<file path="config.mk">
export PLATFORM = sky130hd
export DESIGN_NAME = game_menu_ctrl_flat
export DESIGN_NICKNAME = d
export VERILOG_FILES = /design/src/rtl/game_menu_pkg.sv /design/src/rtl/game_menu_ctrl_if.sv /design/src/rtl/edge_rise.sv /design/src/rtl/game_menu_ctrl.sv /design/src/flat_wrapper.sv
export SDC_FILE = /design/constraint.sdc
export NUM_CORES = 1
export LEC_CHECK = 0
export ABC_AREA = 1
export CORE_ASPECT_RATIO = 0.9
export CORE_MARGIN = 5
export CORE_UTILIZATION = 40
export CTS_CLUSTER_DIAMETER = 40
export DETAILED_ROUTE_END_ITERATION = 6
export GPL_ROUTABILITY_DRIVEN = 1
export HOLD_SLACK_MARGIN = 0.15
export PLACE_DENSITY = 0.65
export RECOVER_POWER = 25
export SYNTH_ARGS = -nofsm -noshare
export SYNTH_HDL_FRONTEND = slang
export SYNTH_HIERARCHICAL = 1
export SYNTH_SLANG_ARGS = --single-unit
</file>
<file path="constraint.sdc">
create_clock -name sys_clk -period 4 [get_ports sys_clk]
set_clock_uncertainty 0.15 [all_clocks]
set_input_delay 0.4 -clock sys_clk [delete_from_list [all_inputs] [get_ports sys_clk]]
set_output_delay 0.4 -clock sys_clk [all_outputs]
set_load 0.01 [all_outputs]
</file>
<file path="src/rtl/game_menu_pkg.sv">
// ---------------------------------------------------------------------------
// game_menu_pkg
// Purpose : shared types, encodings and small helper functions for the game
//           menu controller (state enum, vgaMUX encodings, wrap/saturate steps).
// Ports   : none (package).
// Build   : optional feature macro MENU_IDLE_TIMEOUT_EN is consumed by
//           game_menu_ctrl, not by this package.
// ---------------------------------------------------------------------------
package game_menu_pkg;

  // Life cycle of the controller: browse, hold cores in reset, run, tear down.
  typedef enum logic [1:0] {
    MENU   = 2'd0,
    LAUNCH = 2'd1,
    PLAY   = 2'd2,
    EXIT   = 2'd3
  } state_e;

  // vgaMUX encodings: 0 shows the menu background, game g shows on g+1.
  localparam logic [1:0] VGAMUX_MENU  = 2'd0;
  localparam logic [1:0] VGAMUX_GAME0 = 2'd1;

  // Menu cursor step: up decrements, down increments, both wrap; up+down cancel.
  function automatic logic [1:0] choice_step(input logic [1:0] cur,
                                             input logic [1:0] last,
                                             input logic       up,
                                             input logic       down);
    logic [1:0] res;
    res = cur;
    if (up && !down) begin
      if (cur == 2'd0) begin
        res = last;
      end else begin
        res = cur - 2'd1;
      end
    end else if (down && !up) begin
      if (cur == last) begin
        res = 2'd0;
      end else begin
        res = cur + 2'd1;
      end
    end else begin
      res = cur;
    end
    return res;
  endfunction

  // Speed step: left decrements, right increments, both saturate; left+right cancel.
  function automatic logic [3:0] speed_step(input logic [3:0] cur,
                                            input logic [3:0] min_v,
                                            input logic [3:0] max_v,
                                            input logic       left,
                                            input logic       right);
    logic [3:0] res;
    res = cur;
    if (left && !right) begin
      if (cur <= min_v) begin
        res = min_v;
      end else begin
        res = cur - 4'd1;
      end
    end else if (right && !left) begin
      if (cur >= max_v) begin
        res = max_v;
      end else begin
        res = cur + 4'd1;
      end
    end else begin
      res = cur;
    end
    return res;
  endfunction

endpackage

</file>
<file path="src/rtl/game_menu_ctrl_if.sv">
// ---------------------------------------------------------------------------
// game_menu_ctrl_if
// Purpose : bundles the debounced key levels coming from the game datapath and
//           the select/reset outputs going back to it.
// Signals : button_up/down/left/right, start_btn, exit   (datapath -> ctrl)
//           vgaMUX[1:0], choice[1:0], speedcontrol[3:0],
//           gamein_rst, game_active                       (ctrl -> datapath)
// Modports: master = the menu controller, slave = the datapath side.
// ---------------------------------------------------------------------------
interface game_menu_ctrl_if;
  logic       button_up;
  logic       button_down;
  logic       button_left;
  logic       button_right;
  logic       start_btn;
  logic       exit;
  logic [1:0] vgaMUX;
  logic [1:0] choice;
  logic [3:0] speedcontrol;
  logic       gamein_rst;
  logic       game_active;

  modport master (
    input  button_up, button_down, button_left, button_right, start_btn, exit,
    output vgaMUX, choice, speedcontrol, gamein_rst, game_active
  );

  modport slave (
    output button_up, button_down, button_left, button_right, start_btn, exit,
    input  vgaMUX, choice, speedcontrol, gamein_rst, game_active
  );
endinterface

</file>
<file path="src/rtl/edge_rise.sv">
// ---------------------------------------------------------------------------
// edge_rise
// Purpose : single-bit rising-edge detector; a held level yields one event.
// Ports   : clk    in  clock
//           rst_n  in  asynchronous active-low reset (history clears to 0)
//           level  in  debounced level
//           ev     out one-cycle pulse, level & ~previous level
// ---------------------------------------------------------------------------
module edge_rise (
  input  logic clk,
  input  logic rst_n,
  input  logic level,
  output logic ev
);

  logic level_q_r;

  // Level history used to spot the low-to-high transition.
  always_ff @(posedge clk or negedge rst_n) begin
    if (!rst_n) begin
      level_q_r <= 1'b0;
    end else begin
      level_q_r <= level;
    end
  end

  assign ev = level & ~level_q_r;

endmodule

</file>
<file path="src/rtl/game_menu_ctrl.sv">
// ---------------------------------------------------------------------------
// game_menu_ctrl
// Purpose : menu -> launch -> play -> exit sequencer driving the game datapath
//           select inputs (vgaMUX, choice, speedcontrol, gamein_rst).
// Ports   : sys_clk    in  system clock
//           sys_rst_n  in  asynchronous active-low reset
//           bus        game_menu_ctrl_if.master (key levels in, selects out)
// Build   : define MENU_IDLE_TIMEOUT_EN to return the menu cursor to entry 0
//           after IDLE_CYCLES cycles without a key event while in MENU.
// ---------------------------------------------------------------------------
module game_menu_ctrl
  import game_menu_pkg::*;
#(
  parameter int NUM_GAMES   = 2,
  parameter int RST_CYCLES  = 16,
  parameter int SPEED_MIN   = 1,
  parameter int SPEED_MAX   = 15,
`ifdef MENU_IDLE_TIMEOUT_EN
  parameter int SPEED_DEF   = 4,
  parameter int IDLE_CYCLES = 50000000
`else
  parameter int SPEED_DEF   = 4
`endif
) (
  input  logic             sys_clk,
  input  logic             sys_rst_n,
  game_menu_ctrl_if.master bus
);

  localparam logic [1:0] CHOICE_LAST = 2'(NUM_GAMES - 1);
  localparam logic [3:0] SPD_MIN     = 4'(SPEED_MIN);
  localparam logic [3:0] SPD_MAX     = 4'(SPEED_MAX);
  localparam logic [3:0] SPD_DEF     = 4'(SPEED_DEF);
  localparam int         LC_W        = $clog2(RST_CYCLES + 1);
  localparam logic [LC_W-1:0] LC_LAST = LC_W'(RST_CYCLES - 1);

  state_e            state_r,      state_nxt_s;
  logic [1:0]        game_r,       game_nxt_s;
  logic [1:0]        choice_r,     choice_nxt_s;
  logic [3:0]        speed_r,      speed_nxt_s;
  logic [LC_W-1:0]   launch_cnt_r, launch_cnt_nxt_s;
  logic [1:0]        vga_mux_r,    vga_mux_nxt_s;
  logic              gamein_rst_r, gamein_rst_nxt_s;
  logic              game_active_r, game_active_nxt_s;

  logic up_ev_s, down_ev_s, left_ev_s, right_ev_s, start_ev_s;

`ifdef MENU_IDLE_TIMEOUT_EN
  localparam int IDLE_W = $clog2(IDLE_CYCLES);
  localparam logic [IDLE_W-1:0] IDLE_LAST = IDLE_W'(IDLE_CYCLES - 1);
  logic [IDLE_W-1:0] idle_cnt_r, idle_cnt_nxt_s;
  logic              any_ev_s;
  assign any_ev_s = up_ev_s | down_ev_s | left_ev_s | right_ev_s | start_ev_s;
`endif

  edge_rise u_up    (.clk(sys_clk), .rst_n(sys_rst_n), .level(bus.button_up),    .ev(up_ev_s));
  edge_rise u_down  (.clk(sys_clk), .rst_n(sys_rst_n), .level(bus.button_down),  .ev(down_ev_s));
  edge_rise u_left  (.clk(sys_clk), .rst_n(sys_rst_n), .level(bus.button_left),  .ev(left_ev_s));
  edge_rise u_right (.clk(sys_clk), .rst_n(sys_rst_n), .level(bus.button_right), .ev(right_ev_s));
  edge_rise u_start (.clk(sys_clk), .rst_n(sys_rst_n), .level(bus.start_btn),    .ev(start_ev_s));

  // Next-state, menu registers and next-output values.
  always_comb begin
    state_nxt_s      = state_r;
    game_nxt_s       = game_r;
    choice_nxt_s     = choice_r;
    speed_nxt_s      = speed_r;
    launch_cnt_nxt_s = launch_cnt_r;
`ifdef MENU_IDLE_TIMEOUT_EN
    idle_cnt_nxt_s   = '0;
`endif
    case (state_r)
      MENU: begin
        speed_nxt_s = speed_step(speed_r, SPD_MIN, SPD_MAX, left_ev_s, right_ev_s);
        if (start_ev_s) begin
          // Launching wins over cursor movement seen on the same cycle.
          state_nxt_s      = LAUNCH;
          game_nxt_s       = choice_r;
          launch_cnt_nxt_s = '0;
        end else begin
          choice_nxt_s = choice_step(choice_r, CHOICE_LAST, up_ev_s, down_ev_s);
`ifdef MENU_IDLE_TIMEOUT_EN
          if (any_ev_s) begin
            idle_cnt_nxt_s = '0;
          end else if (idle_cnt_r == IDLE_LAST) begin
            choice_nxt_s   = 2'd0;
            idle_cnt_nxt_s = '0;
          end else begin
            idle_cnt_nxt_s = idle_cnt_r + 1'b1;
          end
`endif
        end
      end
      LAUNCH: begin
        if (bus.exit) begin
          state_nxt_s = MENU;
        end else if (launch_cnt_r == LC_LAST) begin
          state_nxt_s = PLAY;
        end else begin
          launch_cnt_nxt_s = launch_cnt_r + 1'b1;
        end
      end
      PLAY: begin
        if (bus.exit) begin
          state_nxt_s = EXIT;
        end else begin
          state_nxt_s = PLAY;
        end
      end
      EXIT: begin
        state_nxt_s = MENU;
      end
      default: begin
        state_nxt_s = MENU;
      end
    endcase

    // Outputs are derived from the state being entered so they register in step.
    if ((state_nxt_s == LAUNCH) || (state_nxt_s == PLAY)) begin
      vga_mux_nxt_s = game_nxt_s + VGAMUX_GAME0;
    end else begin
      vga_mux_nxt_s = VGAMUX_MENU;
    end
    gamein_rst_nxt_s  = (state_nxt_s != PLAY);
    game_active_nxt_s = (state_nxt_s == PLAY);
  end

  // State, menu registers and registered outputs.
  always_ff @(posedge sys_clk or negedge sys_rst_n) begin
    if (!sys_rst_n) begin
      state_r       <= MENU;
      game_r        <= 2'd0;
      choice_r      <= 2'd0;
      speed_r       <= SPD_DEF;
      launch_cnt_r  <= '0;
      vga_mux_r     <= VGAMUX_MENU;
      gamein_rst_r  <= 1'b1;
      game_active_r <= 1'b0;
    end else begin
      state_r       <= state_nxt_s;
      game_r        <= game_nxt_s;
      choice_r      <= choice_nxt_s;
      speed_r       <= speed_nxt_s;
      launch_cnt_r  <= launch_cnt_nxt_s;
      vga_mux_r     <= vga_mux_nxt_s;
      gamein_rst_r  <= gamein_rst_nxt_s;
      game_active_r <= game_active_nxt_s;
    end
  end

`ifdef MENU_IDLE_TIMEOUT_EN
  // Menu idle counter; held at zero outside MENU by the next-state default.
  always_ff @(posedge sys_clk or negedge sys_rst_n) begin
    if (!sys_rst_n) begin
      idle_cnt_r <= '0;
    end else begin
      idle_cnt_r <= idle_cnt_nxt_s;
    end
  end
`endif

  assign bus.vgaMUX       = vga_mux_r;
  assign bus.choice       = choice_r;
  assign bus.speedcontrol = speed_r;
  assign bus.gamein_rst   = gamein_rst_r;
  assign bus.game_active  = game_active_r;

endmodule

</file>
<file path="src/flat_wrapper.sv">
// flat-port wrapper written by rule: the top's interface ports become plain ports
module game_menu_ctrl_flat import game_menu_pkg::*;
#(
  parameter int NUM_GAMES   = 2,
  parameter int RST_CYCLES  = 16,
  parameter int SPEED_MIN   = 1,
  parameter int SPEED_MAX   = 15,

  parameter int SPEED_DEF   = 4

)
  (sys_clk, sys_rst_n, bus_button_up, bus_button_down, bus_button_left, bus_button_right, bus_start_btn, bus_exit, bus_vgaMUX, bus_choice, bus_speedcontrol, bus_gamein_rst, bus_game_active);
  game_menu_ctrl_if bus_i ();
  input  logic sys_clk;
  input  logic sys_rst_n;
  input wire logic [$bits(bus_i.button_up)-1:0] bus_button_up;
  input wire logic [$bits(bus_i.button_down)-1:0] bus_button_down;
  input wire logic [$bits(bus_i.button_left)-1:0] bus_button_left;
  input wire logic [$bits(bus_i.button_right)-1:0] bus_button_right;
  input wire logic [$bits(bus_i.start_btn)-1:0] bus_start_btn;
  input wire logic [$bits(bus_i.exit)-1:0] bus_exit;
  output wire logic [$bits(bus_i.vgaMUX)-1:0] bus_vgaMUX;
  output wire logic [$bits(bus_i.choice)-1:0] bus_choice;
  output wire logic [$bits(bus_i.speedcontrol)-1:0] bus_speedcontrol;
  output wire logic [$bits(bus_i.gamein_rst)-1:0] bus_gamein_rst;
  output wire logic [$bits(bus_i.game_active)-1:0] bus_game_active;
  assign bus_i.button_up = bus_button_up;
  assign bus_i.button_down = bus_button_down;
  assign bus_i.button_left = bus_button_left;
  assign bus_i.button_right = bus_button_right;
  assign bus_i.start_btn = bus_start_btn;
  assign bus_i.exit = bus_exit;
  assign bus_vgaMUX = bus_i.vgaMUX;
  assign bus_choice = bus_i.choice;
  assign bus_speedcontrol = bus_i.speedcontrol;
  assign bus_gamein_rst = bus_i.gamein_rst;
  assign bus_game_active = bus_i.game_active;
  game_menu_ctrl #(.NUM_GAMES(NUM_GAMES), .RST_CYCLES(RST_CYCLES), .SPEED_MIN(SPEED_MIN), .SPEED_MAX(SPEED_MAX), .SPEED_DEF(SPEED_DEF)) u_core (.sys_clk(sys_clk), .sys_rst_n(sys_rst_n), .bus(bus_i));
endmodule
</file>
==> reports/summary.txt, run 1 <==
WL final = 2280 um
chip width = 69.7 um
initial antenna violation count = 0
crit path cell chain = ha_1, nand2_1, nor2_1, ha_1, nor2_1, nand2_2, nand2_2, nor2_1, ha_1, inv_1, nand2_1, nor2_1
DP Wirelength = 1800 um
RR Endpoint = u_core/bus.vgaMUX[1]
clock tree buffer depth = 2
hold path depth = 1
Max VDD drop = 0.314 mV
r2r setup slk = 1810 ps
synthesized area = 1280 sq um
Static Leak = 0.000787 uW
CP Max Fanout = 5
highest cell delay on the worst timing path = 430 ps
Port Buf Inserts = 17
io pins = 18
grt ovf = 0
# clock sinks = 24
WP data required = 4100 ps
Final setup viols = 0
ratio of cells with drive above 1 in the final layout = 0.121
Tot GR Track Use = 0.115
Setup TNS = 0 ps
largest net degree at the start of global routing = 25
post-route minimum period = 2190 ps
period utilization = 0.549
Core ar. = 3070 sq um
Syn Inst Count = 154
CTS tree = done
fmax = 456 MHz
first-pass GRT wire length = 4150 um
Final nets = 192
status = complete, no violations
drt pass-1 iters = 4
PwrDens = 527 nW/um^2
drt via density = 4.43
Worst setup SP type = register
clock latency on the worst-skew pair = 310 ps
RSZ-0062 raised after global routing = false
worst-margin pin slew = 1040 ps
worst slack, placed = 1850 ps
WL/cell = 10.6 um
hold-fix buffers at CTS = 0
Hold Path Sink = u_core/launch_cnt_r[0]
site row count = 19
Worst Path Class, Setup = reg -> reg
GPL Wtd Cong = 0.896
min-delay worst type = reg -> reg
switching power = 302 uW
Worst slew margin = 0.304
Crit path arrival time = 2290 ps
min-delay src = u_core/launch_cnt_r[0]
sequential area share after synthesis = 0.471
Syn Area/Cell = 8.32 sq um
r2r startpoint = u_core/launch_cnt_r[0]
vias in the first global route = 946
Area Growth Syn to Fin = 18.8%
vias = 957
setup ws final = 1810 ps
Distinct cells, synth = 23
# diodes = 0
synth warn = 6
Worst-path clk slew = 120 ps
First DRT Iteration DRCs = 57
Final Max Tran Viols = 0
commonest non-fill, non-tap cells in the layout = inv_1, nand2_1, dfrtp_1
Flop pwr share = 0.449
combined area of the multi-input logic cells = 539 sq um
Clock H-tree levels = 1
Final ANT Viol Nets = 0
clock share of power = 0.153
CP max stage cell = dfrtp_1
Net Sw Frac = 0.377
final hold vios = 0
FF+latch count, synth = 24
# Post-CTS Setup Buffers = 0
Die Ht = 63.7 um
FF/Latch Area = 603 sq um
clock buffer count from CTS = 3
Crit. End Element = register
max-cap viol count = 0
Pint = 500 uW
Critical Path Most Common Cell = nor2_1
CTS resizes = 0
Reg2Reg Depth = 12
drc violations = 0
die area = 4440 sq um
number of fill cells = 294
root buffer cell = clkbuf_4
combinational fraction of design power = 0.398
Initial Utilization = 0.418
Syn Nets = 171
==> worst max-delay path by stage <==
| stage | from | end |
|---|---|---|
| floorplan | u_core/launch_cnt_r[0] | u_core/bus.vgaMUX[1] |
| global placement | bus_start_btn | u_core/bus.vgaMUX[1] |
| detailed placement | u_core/launch_cnt_r[0] | u_core/bus.vgaMUX[1] |
| CTS | u_core/launch_cnt_r[0] | u_core/bus.vgaMUX[1] |
| global route | u_core/launch_cnt_r[0] | u_core/bus.vgaMUX[1] |
| finish | u_core/launch_cnt_r[0] | u_core/bus.vgaMUX[1] |
==> through the flow <==
| step | cells | utilization | total power (uW) | hold WS [ps] | instance area, sq um |
|---|---|---|---|---|---|
| after floorplan | 154 | - | 568 | -45.6 | 1280 |
| after global placement | 212 | 0.489 | 676 | 338 | 1500 |
| after detailed placement | 212 | 0.489 | 692 | 358 | 1500 |
| after CTS | 216 | 0.501 | 822 | 381 | 1540 |
| after global routing | 216 | 0.496 | 882 | 419 | 1520 |
| final | 216 | 0.496 | 802 | 383 | 1520 |
==> synthesized netlist by cell type <==
master	instances	share of area
dfstp_2	2	0.041
nand2_1	30	0.088
a21oi_1	2	0.0078
nor2_4	3	0.026
xnor2_1	1	0.0068
nand2_4	1	0.0088
o21ai_0	4	0.016
o21ai_1	1	0.0039
inv_2	2	0.0059
nand2_2	3	0.015
nand3b_1	1	0.0059
ha_1	9	0.088
a21oi_2	1	0.0068
nand3_1	11	0.043
a31oi_1	1	0.0049
dfrtp_1	22	0.43
o21ai_2	1	0.0068
buf_2	1	0.0039
nor3_1	1	0.0039
inv_1	30	0.088
nor2_1	18	0.053
nor2_2	7	0.034
xor2_1	2	0.014
==> power by group through the flow <==
stage	combinational, uW	clock, uW	sequential, uW
after floorplan	208	0	360
after global placement	314	0	362
after detailed placement	326	0	365
after CTS	328	132	361
after global routing	369	140	372
final	319	123	360
==> registers in the layout, indices dropped and copies added, names as in the netlist <==
signal,cells
u_core/bus.gamein_rst,1
u_core/u_right/level_q_r,1
u_core/bus.speedcontrol,4
u_core/game_r,2
u_core/bus.vgaMUX,2
u_core/u_left/level_q_r,1
u_core/launch_cnt_r,5
u_core/bus.choice,2
u_core/state_r,2
u_core/u_start/level_q_r,1
u_core/bus.game_active,1
u_core/u_up/level_q_r,1
u_core/u_down/level_q_r,1
==> logic make-up after synthesis <==
| family | after synthesis | share of synthesized area |
|---|---|---|
| AND/OR/NAND/NOR | 75 | 0.277 |
| buffers and inverters | 33 | 0.0977 |
| flip-flops | 24 | 0.471 |
| AO/OA/AOI/OAI | 10 | 0.0459 |
| adder cells (fa/ha/maj) | 9 | 0.0879 |
| XOR/XNOR | 3 | 0.0205 |
==> worst max-delay path: cells and delay by family, from the launching register on <==
kind / cells / cell delay, ps
and+or+nand+nor: 8 / 770
adders and majority gates: 3 / 730
DFF: 1 / 430
buffers and inverters: 1 / 60
==> metal layers <==
layer | global-route usage | wire length [um]
met5 | 0 | 0
met4 | 0.0311 | 11
met3 | 0.0397 | 117
met2 | 0.182 | 1070
met1 | 0.150 | 1080
==> area by class of cell <==
class | instances | share of cell area
Sequential cell | 24 | 0.396
Multi-Input combinational cell | 97 | 0.354
Timing Repair Buffer | 17 | 0.112
Inverter | 32 | 0.0789
Tap cell | 42 | 0.0345
Clock buffer | 4 | 0.0238
(Power assumes the default switching activity.)
==> inputs of run 2 (changes only) <==
Clock period 4 ns to 2.2 ns, I/O delays scaled along.
==> reports/summary.txt, run 2 (same netlist as run 1, synthesis figures left out) <==
status = complete, no violations
chip width = 69.7 um (unchanged)
Buf/Inv on CP = 1 (unchanged)
clock buffer count from CTS = 3 (unchanged)
Tot GR Track Use = 0.111 (-0.00391)
ratio of cells with drive above 1 in the final layout = 0.153 (+0.0319)
period utilization = 0.935 (+0.387)
final instance area = 1580 sq um (+3.6%)
Worst setup SP type = register
WL final = 2260 um (-1.1%)
grt ovf = 0 (unchanged)
worst-margin pin slew = 578 ps (-462 ps)
Area Growth Syn to Fin = 23.0%
highest cell delay on the worst timing path = 420 ps (about the same)
clock share of power = 0.203 (+0.050)
total power draw = 1560 uW (+95%)
Setup TNS = 0 ps (unchanged)
Largest Register = u_core/launch_cnt_r
io pins = 18 (unchanged)
commonest non-fill, non-tap cells in the layout = inv_1, nand2_1, dfrtp_1
final hold vios = 0 (unchanged)
Pint = 1010 uW (+100%)
Crit path arrival time = 2170 ps (-120 ps)
site row count = 19 (unchanged)
Worst Path Class, Setup = reg -> reg
CP Max Fanout = 5 (unchanged)
Final setup viols = 0 (unchanged)
drt via density = 4.54 (+2.5%)
Static Leak = 0.000809 uW (+2.9%)
Clock H-tree levels = 1 (unchanged)
max reg flops = 5 (unchanged)
Initial Utilization = 0.418 (unchanged)
combinational fraction of design power = 0.382 (-0.016)
GPL Wtd Cong = 0.854 (-4.7%)
vias in the first global route = 964 (+1.9%)
Final nets = 195 (+1.6%)
worst slack, placed = 91.2 ps (-1760 ps)
first-pass GRT wire length = 4080 um (-1.5%)
drt pass-1 iters = 4 (unchanged)
clock tree buffer depth = 2 (unchanged)
min-delay worst type = in -> reg
initial antenna violation count = 0 (unchanged)
fmax = 486 MHz (+6.7%)
post-layout util = 0.514 (+0.0180)
crit path cell chain = ha_1, nand2_1, nor2_1, ha_1, nor2_2, nand2_2, nand2_2, nor2_1, ha_1, inv_1, nand2_1, nor2_1
Worst-path clk slew = 130 ps (about the same)
Final ANT Viol Nets = 0 (unchanged)
WL/cell = 10.3 um (-2.4%)
CTS tree = done
Net Sw Frac = 0.356 (-0.0208)
Worst slew margin = 0.615 (+0.310)
Flop pwr share = 0.415 (-0.034)
DP Wirelength = 1720 um (-4.3%)
Final Max Tran Viols = 0 (unchanged)
WP data required = 2310 ps (-1790 ps)
die area = 4440 sq um (unchanged)
Crit. End Element = register
root buffer cell = clkbuf_4
PwrDens = 991 nW/um^2 (+88%)
setup ws final = 142 ps (-1660 ps)
First DRT Iteration DRCs = 32 (-44%)
Core ar. = 3070 sq um (unchanged)
# clock sinks = 24 (unchanged)
CP max stage cell = dfrtp_1
Die Ht = 63.7 um (unchanged)
DP Area = 1510 sq um (+0.50%)
clock latency on the worst-skew pair = 310 ps (about the same)
Port Buf Inserts = 17 (unchanged)
Max VDD drop = 0.435 mV (+39%)
# diodes = 0 (unchanged)
vias = 995 (+4.0%)
largest net degree at the start of global routing = 25 (unchanged)
Worst path top cell family by delay = adder cells
RSZ-0062 raised after global routing = false
switching power = 556 uW (+84%)
drc violations = 0 (unchanged)
max-cap viol count = 0 (unchanged)
post-route minimum period = 2060 ps (-137 ps)
-- run 2: cell count changes in the layout (fill, tap and decap cells not counted) --
cell	before	now
clkbuf_2	0	1
o21ai_0	5	4
nor2_4	2	3
dlygate4sd3_1	6	7
bufinv_16	0	1
clkbuf_8	1	0
o21ai_2	0	1
nor2_1	20	17
nor2_2	6	8
buf_4	0	1
-- run 2: worst paths after layout --
| check | cells after the start | to | slack [ps] | start |
|---|---|---|---|---|
| max | 12 | u_core/bus.vgaMUX[1] | 140 | u_core/launch_cnt_r[1] |
| min | 1 | u_core/u_up/level_q_r | 320 | bus_button_up |
| max reg2reg | 12 | u_core/bus.vgaMUX[1] | 140 | u_core/launch_cnt_r[1] |
| min reg2reg | 2 | u_core/launch_cnt_r[1] | 370 | u_core/launch_cnt_r[1] |
| max in group asynchronous | 3 | u_core/bus.speedcontrol[2] | 720 | sys_rst_n |
| min in group asynchronous | 3 | u_core/launch_cnt_r[0] | 790 | sys_rst_n |
-- run 2: layout make-up --
class | instances | area, sq um
repair buffers | 20 | 193
clock inverters | 1 | 30.0
clock buffers | 3 | 22.5
fillers | 290 | 1490
multi-input cells | 97 | 556
well taps | 42 | 52.6
inverters | 32 | 120
flip-flops and latches | 24 | 603
-- run 2: metrics by stage --
step / hold slack [ps] / instances
finish: 321 / 219
CTS: 190 / 218
floorplan: -226 / 154
global route: 321 / 219
global placement: 335 / 213
detailed placement: 349 / 213
-- run 2: timing repair --
action,in CTS,in global routing
hold buffers,1,0
setup endpoints to repair,0,2
gates resized for setup,0,1
hold endpoints to repair,22,0
buffers inserted,0,1
-- run 2: power by group through the flow --
stage	sequential [uW]	clock [uW]	combinational (uW)
floorplan	654	0	379
detailed placement	662	0	585
global placement	657	0	572
finish	649	316	597
CTS	653	330	591
global route	664	348	681
-- run 2: layer usage --
layer	GRT usage	vias to the layer above	routed length, um
li1	-	510	-
met1	0.136	449	1060
met2	0.186	30	1010
met3	0.0413	6	156
met4	0.0287	0	30
met5	0	-	0
==> inputs of run 3 (changes only) <==
Settings changed: CORE_MARGIN 5 to 8, CORE_UTILIZATION 40 to 45, GPL_ROUTABILITY_DRIVEN 1 to 0, PLACE_DENSITY 0.65 to 0.71.
==> reports/summary.txt, run 3 (same netlist as run 1, synthesis figures left out) <==
worst hold slack = 328 ps (+7.81 ps)
period utilization = 0.931 (-0.00424)
Worst Path Class, Setup = reg -> reg
worst slack, placed = 88.8 ps (-2.36 ps)
PwrDens = 935 nW/um^2 (-5.7%)
Initial Utilization = 0.470 (+0.0524)
initial antenna violation count = 0 (unchanged)
Final setup viols = 0 (unchanged)
Crit. End Element = register
drc violations = 0 (unchanged)
Area Growth Syn to Fin = 23.5%
hold path depth = 1 (unchanged)
drt via density = 4.55 (about the same)
Static Leak = 0.000809 uW (about the same)
clock tree buffer depth = 2 (unchanged)
# diodes = 0 (unchanged)
Final Max Tran Viols = 0 (unchanged)
First DRT Iteration DRCs = 71 (+120%)
site row count = 18 (-1)
Core ar. = 2730 sq um (-11%)
Final nets = 196 (+0.51%)
ratio of cells with drive above 1 in the final layout = 0.163 (+0.0104)
first-pass GRT wire length = 4380 um (+7.3%)
min-delay worst type = in -> reg
vias in the first global route = 1004 (+4.1%)
largest net degree at the start of global routing = 25 (unchanged)
Reg2Reg Depth = 12 (unchanged)
min-delay src = bus_button_down
setup ws final = 151 ps (+9.33 ps)
status = complete, no violations
Clock H-tree levels = 1 (unchanged)
WL/cell = 11.0 um (+6.4%)
chip width = 72.2 um (+3.7%)
Worst-path clk slew = 120 ps (about the same)
CP Max Fanout = 5 (unchanged)
Worst setup SP type = register
Tot GR Track Use = 0.114 (+0.00242)
drt pass-1 iters = 4 (unchanged)
DP Wirelength = 1790 um (+3.9%)
worst-margin pin slew = 574 ps (-3.74 ps)
root buffer cell = clkbuf_4
crit path cell chain = ha_1, nand2_1, nor2_1, ha_1, nor2_2, nand2_2, nand2_4, nor2_2, ha_4, inv_1, nand2_1, nor2_1
vias = 991 (-0.40%)
Final ANT Viol Nets = 0 (unchanged)
CTS tree = done
Worst path top cell family by delay = adder cells
commonest non-fill, non-tap cells in the layout = inv_1, nand2_1, dfrtp_1
r2r startpoint = u_core/launch_cnt_r[0]
Layout Cells excl Fill = 218 (-0.46%)
WL final = 2390 um (+5.9%)
Hold Path Sink = u_core/u_down/level_q_r
clock buffer count from CTS = 3 (unchanged)
# clock sinks = 24 (unchanged)
Port Buf Inserts = 17 (unchanged)
WP data required = 2280 ps (-30 ps)
Max VDD drop = 0.507 mV (+16%)
post-route minimum period = 2050 ps (-9.32 ps)
final hold vios = 0 (unchanged)
number of placed cells counting well taps = 211 (-0.94%)
die area = 4810 sq um (+8.5%)
io pins = 18 (unchanged)
fmax = 488 MHz (+0.46%)
CP max stage cell = dfrtp_1
max-cap viol count = 0 (unchanged)
Worst slew margin = 0.617 (+0.00250)
r2r setup slk = 150 ps (about the same)
Largest Register = u_core/launch_cnt_r
max reg flops = 5 (unchanged)
number of fill cells = 248 (-14%)
RR Endpoint = u_core/bus.vgaMUX[1]
Buf/Inv on CP = 1 (unchanged)
highest cell delay on the worst timing path = 430 ps (about the same)
clock latency on the worst-skew pair = 320 ps (about the same)
grt ovf = 0 (unchanged)
Die Ht = 66.6 um (+4.6%)
Crit path arrival time = 2130 ps (-40 ps)
run 3: changes by cell type in the layout (fill, tap and decap cells not counted):
cell,delta
buf_4,+1
bufinv_16,-1
clkbuf_8,+1
ha_1,-1
ha_4,+1
nand2_2,-1
nand2_4,+1
run 3: worst max path at each step:
stage	from	to	slack [ps]	cells past startpoint
5_1_grt	u_core/launch_cnt_r[0]	u_core/bus.vgaMUX[1]	-9	12
3_5_place_dp	u_core/launch_cnt_r[0]	u_core/bus.vgaMUX[1]	90	12
3_3_place_gp	u_core/launch_cnt_r[0]	u_core/bus.vgaMUX[1]	180	12
6_report	u_core/launch_cnt_r[0]	u_core/bus.vgaMUX[1]	150	12
4_1_cts	u_core/launch_cnt_r[0]	u_core/bus.vgaMUX[1]	40	12
2_1_floorplan	u_core/launch_cnt_r[0]	u_core/bus.vgaMUX[1]	240	12
run 3: area by class of cell:
cell class	instances	area [sq um]	area share
well taps	40	50.0	0.0316
clock buffers	4	36.3	0.0229
repair buffers	21	200	0.126
flip-flops and latches	24	603	0.381
inverters	32	120	0.0759
multi-input cells	97	573	0.362
run 3: power breakdown:
group | switching (uW) | internal [uW]
Sequential | 110 | 543
Combinational | 322 | 274
Clock | 128 | 101
run 3: through the flow:
step | TNS, ps | power (uW) | area [sq um] | util
CTS | 0 | 1480 | 1550 | 0.569
detailed placement | 0 | 1250 | 1500 | 0.552
floorplan | 0 | 1030 | 1280 | -
finish | 0 | 1480 | 1580 | 0.581
global placement | 0 | 1220 | 1500 | 0.552
global route | -9.03 | 1620 | 1580 | 0.581
run 3: repair_timing:
action | CTS | global route
endpoints found under the hold margin | 22 | 0
resized for setup | 0 | 4
endpoints found under the setup margin | 0 | 2
buffers inserted | 0 | 2
hold buffers | 1 | 0
run 3: metal layers:
| metal | global-route usage | part of all wire | wire length [um] | vias to the layer above |
|---|---|---|---|---|
| met3 | 0.0165 | 0.039 | 94 | 5 |
| met5 | 0 | 0 | 0 | - |
| met1 | 0.130 | 0.45 | 1080 | 456 |
| met2 | 0.200 | 0.49 | 1160 | 19 |
| met4 | 0.0611 | 0.021 | 51 | 0 |
| li1 | - | - | - | 511 |
